<file path="src/rtl/vtim_rx.sv">
// vtim_rx: raster timing receiver; measures line/frame geometry once per frame and reports lock.
// Optional grey-ramp pattern checker is built when VTIM_RX_PATCHK_EN is defined.
module vtim_rx #(
    parameter int H_BITS = 12,
    parameter int V_BITS = 12,
    parameter int PW     = 8
) (
    input  logic              clk,
    input  logic              rst,
    input  logic              hs,
    input  logic              vs,
    input  logic              vld,
    input  logic [3*PW-1:0]   rgb,
    output logic [H_BITS-1:0] h_total,
    output logic [H_BITS-1:0] hs_width,
    output logic [H_BITS-1:0] h_act,
    output logic [V_BITS-1:0] v_total,
    output logic [V_BITS-1:0] v_act,
    output logic              meas_vld,
    output logic              locked,
    output logic [15:0]       err_cnt
);

    localparam logic [H_BITS-1:0] H_ONE = H_BITS'(1);
    localparam logic [H_BITS-1:0] H_MAX = '1;
    localparam logic [V_BITS-1:0] V_ONE = V_BITS'(1);
    localparam logic [V_BITS-1:0] V_MAX = '1;

    logic              hs_s1_q, hs_s2_q, vs_s1_q, vs_s2_q, vld_s1_q;
    logic              hs_rise, hs_fall, vs_rise;
    logic [H_BITS-1:0] hcnt_q, hcnt_d, actcnt_q, actcnt_d;
    logic [H_BITS-1:0] per_sh_q, per_sh_d, wid_sh_q, wid_sh_d, act_sh_q, act_sh_d;
    logic [V_BITS-1:0] vcnt_q, vcnt_d, vact_cnt_q, vact_cnt_d;
    logic [V_BITS-1:0] v_total_new, v_act_new;
    logic              line_vld_q, line_vld_d;
    logic              armed_q, armed_d, upd_once_q, upd_once_d;
    logic [H_BITS-1:0] h_total_q, h_total_d, hs_width_q, hs_width_d, h_act_q, h_act_d;
    logic [V_BITS-1:0] v_total_q, v_total_d, v_act_q, v_act_d;
    logic              meas_vld_q, meas_vld_d, locked_q, locked_d;

    assign hs_rise = hs_s1_q & ~hs_s2_q;
    assign hs_fall = ~hs_s1_q & hs_s2_q;
    assign vs_rise = vs_s1_q & ~vs_s2_q;

    // Line/frame counters, shadows and measurement outputs.
    always_comb begin
        hcnt_d      = hcnt_q;
        actcnt_d    = actcnt_q;
        per_sh_d    = per_sh_q;
        wid_sh_d    = wid_sh_q;
        act_sh_d    = act_sh_q;
        line_vld_d  = line_vld_q | vld_s1_q;
        vcnt_d      = vcnt_q;
        vact_cnt_d  = vact_cnt_q;
        armed_d     = armed_q;
        upd_once_d  = upd_once_q;
        h_total_d   = h_total_q;
        hs_width_d  = hs_width_q;
        h_act_d     = h_act_q;
        v_total_d   = v_total_q;
        v_act_d     = v_act_q;
        meas_vld_d  = 1'b0;
        locked_d    = locked_q;
        v_total_new = vcnt_q;
        v_act_new   = vact_cnt_q;

        if (hs_rise) begin
            hcnt_d     = H_ONE;
            per_sh_d   = hcnt_q;
            act_sh_d   = actcnt_q;
            actcnt_d   = vld_s1_q ? H_ONE : '0;
            line_vld_d = vld_s1_q;
            if (vcnt_q != V_MAX) begin
                v_total_new = vcnt_q + V_ONE;
            end else begin
                v_total_new = vcnt_q;
            end
            if (line_vld_q && (vact_cnt_q != V_MAX)) begin
                v_act_new = vact_cnt_q + V_ONE;
            end else begin
                v_act_new = vact_cnt_q;
            end
        end else begin
            if (hcnt_q != H_MAX) begin
                hcnt_d = hcnt_q + H_ONE;
            end else begin
                hcnt_d = hcnt_q;
            end
            if (vld_s1_q && (actcnt_q != H_MAX)) begin
                actcnt_d = actcnt_q + H_ONE;
            end else begin
                actcnt_d = actcnt_q;
            end
        end

        if (hs_fall) begin
            wid_sh_d = hcnt_q;
        end else begin
            wid_sh_d = wid_sh_q;
        end

        if (vs_rise) begin
            vcnt_d     = '0;
            vact_cnt_d = '0;
            armed_d    = 1'b1;
            // The first vs rise after reset only opens the measurement window.
            if (armed_q) begin
                h_total_d  = per_sh_q;
                hs_width_d = wid_sh_q;
                h_act_d    = act_sh_q;
                v_total_d  = v_total_new;
                v_act_d    = v_act_new;
                meas_vld_d = 1'b1;
                upd_once_d = 1'b1;
                locked_d   = upd_once_q && (per_sh_q == h_total_q) && (wid_sh_q == hs_width_q)
                             && (act_sh_q == h_act_q) && (v_total_new == v_total_q)
                             && (v_act_new == v_act_q);
            end else begin
                meas_vld_d = 1'b0;
            end
        end else begin
            vcnt_d     = v_total_new;
            vact_cnt_d = v_act_new;
        end

        // A missing hs (line counter saturating) breaks lock immediately.
        if (hcnt_d == H_MAX) begin
            locked_d = 1'b0;
        end else begin
            locked_d = locked_d;
        end
    end

    // Input sampling and all measurement state.
    always_ff @(posedge clk) begin
        if (rst) begin
            hs_s1_q    <= 1'b0;
            hs_s2_q    <= 1'b0;
            vs_s1_q    <= 1'b0;
            vs_s2_q    <= 1'b0;
            vld_s1_q   <= 1'b0;
            hcnt_q     <= '0;
            actcnt_q   <= '0;
            per_sh_q   <= '0;
            wid_sh_q   <= '0;
            act_sh_q   <= '0;
            line_vld_q <= 1'b0;
            vcnt_q     <= '0;
            vact_cnt_q <= '0;
            armed_q    <= 1'b0;
            upd_once_q <= 1'b0;
            h_total_q  <= '0;
            hs_width_q <= '0;
            h_act_q    <= '0;
            v_total_q  <= '0;
            v_act_q    <= '0;
            meas_vld_q <= 1'b0;
            locked_q   <= 1'b0;
        end else begin
            hs_s1_q    <= hs;
            hs_s2_q    <= hs_s1_q;
            vs_s1_q    <= vs;
            vs_s2_q    <= vs_s1_q;
            vld_s1_q   <= vld;
            hcnt_q     <= hcnt_d;
            actcnt_q   <= actcnt_d;
            per_sh_q   <= per_sh_d;
            wid_sh_q   <= wid_sh_d;
            act_sh_q   <= act_sh_d;
            line_vld_q <= line_vld_d;
            vcnt_q     <= vcnt_d;
            vact_cnt_q <= vact_cnt_d;
            armed_q    <= armed_d;
            upd_once_q <= upd_once_d;
            h_total_q  <= h_total_d;
            hs_width_q <= hs_width_d;
            h_act_q    <= h_act_d;
            v_total_q  <= v_total_d;
            v_act_q    <= v_act_d;
            meas_vld_q <= meas_vld_d;
            locked_q   <= locked_d;
        end
    end

    assign h_total  = h_total_q;
    assign hs_width = hs_width_q;
    assign h_act    = h_act_q;
    assign v_total  = v_total_q;
    assign v_act    = v_act_q;
    assign meas_vld = meas_vld_q;
    assign locked   = locked_q;

`ifdef VTIM_RX_PATCHK_EN
    logic [3*PW-1:0] rgb_s1_q;
    logic [PW-1:0]   exp_q, exp_d, pix_r, pix_g, pix_b;
    logic            synced_q, synced_d;
    logic [15:0]     err_q, err_d;

    assign pix_r = rgb_s1_q[3*PW-1:2*PW];
    assign pix_g = rgb_s1_q[2*PW-1:PW];
    assign pix_b = rgb_s1_q[PW-1:0];

    // Ramp check: exp tracks the next component value; after an error, resync from r.
    always_comb begin
        exp_d    = exp_q;
        synced_d = synced_q;
        err_d    = err_q;
        if (vld_s1_q) begin
            if (!synced_q) begin
                exp_d    = pix_r + PW'(1);
                synced_d = 1'b1;
            end else if ((pix_r == exp_q) && (pix_g == exp_q) && (pix_b == exp_q)) begin
                exp_d = exp_q + PW'(1);
            end else begin
                synced_d = 1'b0;
                if (err_q != 16'hFFFF) begin
                    err_d = err_q + 16'd1;
                end else begin
                    err_d = err_q;
                end
            end
        end else begin
            exp_d = exp_q;
        end
    end

    // Pattern checker state.
    always_ff @(posedge clk) begin
        if (rst) begin
            rgb_s1_q <= '0;
            exp_q    <= '0;
            synced_q <= 1'b0;
            err_q    <= 16'h0000;
        end else begin
            rgb_s1_q <= rgb;
            exp_q    <= exp_d;
            synced_q <= synced_d;
            err_q    <= err_d;
        end
    end

    assign err_cnt = err_q;
`else
    logic unused_rgb;
    assign unused_rgb = ^rgb;
    assign err_cnt    = 16'h0000;
`endif

endmodule

</file>
<file path="config.mk">
export PLATFORM = sky130hd
export DESIGN_NAME = vtim_rx
export DESIGN_NICKNAME = d
export VERILOG_FILES = /design/src/rtl/vtim_rx.sv
export SDC_FILE = /design/constraint.sdc
export NUM_CORES = 1
export LEC_CHECK = 0
export BUFFER_PORTS_ARGS = -buffer_cell sky130_fd_sc_hd__buf_2
export CORE_MARGIN = 2
export CORE_UTILIZATION = 50
export DETAILED_ROUTE_END_ITERATION = 10
export GPL_ROUTABILITY_DRIVEN = 0
export PLACE_DENSITY_LB_ADDON = 0.1
export SLEW_MARGIN = 20
export SYNTH_ARGS = -nofsm -noshare
export SYNTH_HDL_FRONTEND = slang
export SYNTH_SLANG_ARGS = --single-unit
export TNS_END_PERCENT = 20
</file>
<file path="constraint.sdc">
create_clock -name clk -period 4.6 [get_ports clk]
set_input_delay 0.23 -clock clk [delete_from_list [all_inputs] [get_ports clk]]
set_output_delay 0.23 -clock clk [all_outputs]
set_load 0.1 [all_outputs]
</file>
==> qor.csv <==
metric,value,unit
vias in the first global route,5638,
"Max FO, Critical Path",7,
synthesized flop and latch total,154,
Setup Skew,0.0155,ns
number of fillers in the final layout,1300,
Worst Hold Launch,vld,
initial core utilization,0.511,
clk sinks,154,
layout cells sized above 1,0.121,
max-cap violations,0,
TritonCTS buffer count,17,
Ys Warns,0,
"Reg clk slew, reported paths",0.06,ns
initial antenna violation count,0,
final period utilization,0.617,
footprint of the multi-input gates,3690,µm²
startpoint types,flip-flop,
cells after synthesis,881,
worst reg2reg path depth,9,
DRC violations left,0,
setup repair bufs after CTS,0,
met3 global-route usage,0.0595,
Top Usage Layer GRT,met2,
hold path depth,2,
CTS tree,yes,
worst-skew pair later-pin latency,0.43,ns
RSZ-0062 raised after global routing,no,
FF+latch area,3080,µm²
Die H,123,µm
post-route setup TNS,0,ns
Synth cell types,62,
ys async rst share,0,
Slew headroom,0.304,
post-CTS resize count,0,
leakage,2.89,nW
RR Startpoint,vcnt_q[0],
gr ovfl total,0,
H-tree levels,4,
Cell Pwr Density,366,nW/µm²
Hold Buf Count CTS,1,
IO Count,107,
Critical Path End Type,flip-flop,
first-pass detailed-route iteration total,6,
Die W,123,µm
diode count,0,
vias per std cell,5.53,
FMAX,0.352,GHz
Total Wirelength,17.8,mm
DP HPWL,12.3,mm
kind of critical path,flip-flop to flip-flop,
CP max stage delay,0.69,ns
largest net degree at the start of global routing,76,
"slowest stage cell, crit path",o31ai_1,
post-route ant nets,0,
Max VDD drop,0.331,mV
syn_area_per_cell,8.02,µm²
core area,13800,µm²
PortBufs,66,
Worst Path Required,4.96,ns
min Tclk post-route,2.84,ns
DIE AREA,15100,µm²
Final Max Tran Viols,0,
final net count,954,
"Core Util, Final",0.577,
met1 Resource Use GR,0.297,
Synth Cell Area,7070,µm²
Initial DRC Count,565,
Final Hold Fails,0,
status,completed,
Worst R2R End,locked,
R2R Setup Slk,1.76,ns
Hold Crit Class,input pin to flip-flop,
Clock Path Buffers,2,
hold endpoint,vld_s1_q,
Post-synth EDFFs,0,
routed len/inst,15.9,µm
Syn-to-layout area delta,12.9,%
commonest register cell after synthesis,dfxtp_1,
CP Data Arrival Time,3.20,ns
final setup violation count,0,
crit-path cells,ha_1 > nand3_1 > o31ai_1 > xor2_1 > and2_1 > a2111o_1 > nor4_1 > nand4_1 > a21oi_1,
global-route wire length before repair,28.6,mm
met2 usage in global routing,0.415,
Root Driver,clkbuf_16,
"Seq/Total Area, Yosys",0.436,
via count,6162,
Least-Margin Pin Slew,1.04,ns
total global-route track usage,0.244,
row cnt,43,
## through the flow
| step | setup WS (ns) | total power, mW | std cells | hold WS [ns] | cell area [µm²] |
|---|---|---|---|---|---|
| after floorplan | 2.07 | 1.58 | 896 | 0.358 | 7120 |
| after global placement | 1.81 | 1.60 | 1081 | 0.442 | 7410 |
| after detailed placement | 1.81 | 1.60 | 1081 | 0.451 | 7410 |
| after CTS | 1.79 | 2.95 | 1114 | 0.00758 | 7980 |
| after global routing | 1.42 | 3.02 | 1114 | 0.0123 | 7980 |
| final | 1.76 | 2.92 | 1114 | 0.0242 | 7980 |
## sequential cells by signal, indices dropped and copies added (netlist names), 12 cells and up
name        count
act_sh_q       12
actcnt_q       12
h_act          12
h_total        12
hcnt_q         12
hs_width       12
per_sh_q       12
v_act          12
v_total        12
vact_cnt_q     12
vcnt_q         12
wid_sh_q       12
## worst max-delay path by stage
stage | end | from | slack (ns)
global placement | locked | vact_cnt_q[0] | 1.81
CTS | locked | vcnt_q[0] | 1.79
global route | locked | vcnt_q[0] | 1.42
finish | locked | vcnt_q[0] | 1.76
floorplan | locked | vact_cnt_q[1] | 2.07
detailed placement | locked | vcnt_q[0] | 1.81
## layer usage
metal	part of all wire	wire length (µm)	up-vias
met2	0.50	8840	177
met4	0.024	420	0
li1	-	-	3052
met1	0.43	7690	2901
met3	0.046	816	32
met5	0	0	-
## where the power goes
| part | switching, mW | internal (mW) | leakage [nW] | total, mW |
|---|---|---|---|---|
| sequential | 0.0181 | 1.35 | 1.24 | 1.37 |
| clock | 0.545 | 0.801 | 0.273 | 1.35 |
| combinational | 0.171 | 0.0362 | 1.37 | 0.207 |
| total | 0.734 | 2.19 | 2.89 | 2.92 |
## kinds of logic after synthesis
| kind of cell | Yosys count | synth area share |
|---|---|---|
| other | 1 | 0.000531 |
| adder cells (fa/ha/maj) | 4 | 0.00708 |
| AO/OA/AOI/OAI | 157 | 0.134 |
| XOR/XNOR | 80 | 0.101 |
| flip-flops | 154 | 0.436 |
| buffers and inverters | 77 | 0.0504 |
| multiplexers | 7 | 0.0103 |
| AND/OR/NAND/NOR | 401 | 0.261 |
## critical path, delay by kind of cell (launching register included)
| kind | cells | cell delay [ns] |
|---|---|---|
| adder cells (fa/ha/maj) | 1 | 0.29 |
| flip-flops | 1 | 0.45 |
| XOR/XNOR | 1 | 0.23 |
| AO/OA/AOI/OAI | 3 | 1.11 |
| AND/OR/NAND/NOR | 4 | 0.69 |
## cells in the final DEF, fill, tap and decap left out, drive strengths merged, types with 4 or more instances in the layout
cell	synthesis	final
a211oi	19	19
a21oi	90	90
a31oi	4	4
and2	4	4
and3	8	8
and4	6	6
buf	23	71
clkbuf	43	22
clkinv	0	4
conb	1	16
dfxtp	154	154
ha	4	4
inv	11	14
mux2i	5	5
nand2	179	179
nand2b	6	6
nand3	24	24
nand4	21	21
nor2	96	96
nor2b	10	10
nor3	12	12
nor4	15	15
o21ai	14	14
xnor2	50	50
xor2	29	29
## cells in the mapped netlist, types with 6 or more instances
cell type,instances,share of area
inv_1,11,0.0058
nand4_1,20,0.018
dfxtp_1,154,0.44
nor3_1,12,0.0085
nand2b_1,6,0.0053
o21ai_0,14,0.0099
clkbuf_1,43,0.023
nor4_1,15,0.013
nand3_1,24,0.017
and3_1,8,0.0071
buf_4,17,0.018
a21oi_1,90,0.064
nor2b_1,10,0.0089
a211oi_1,19,0.020
xor2_1,29,0.036
xnor2_1,50,0.062
nor2_1,96,0.051
nand2_1,179,0.095
## final cells by class
type | count | share of cell area
multi-input combinational | 665 | 0.462
inverter | 11 | 0.00517
clock buffer | 22 | 0.0557
sequential | 154 | 0.386
clock inverter | 10 | 0.0147
timing repair buffer | 72 | 0.0477
tap | 180 | 0.0282
(Power assumes the default switching activity.)
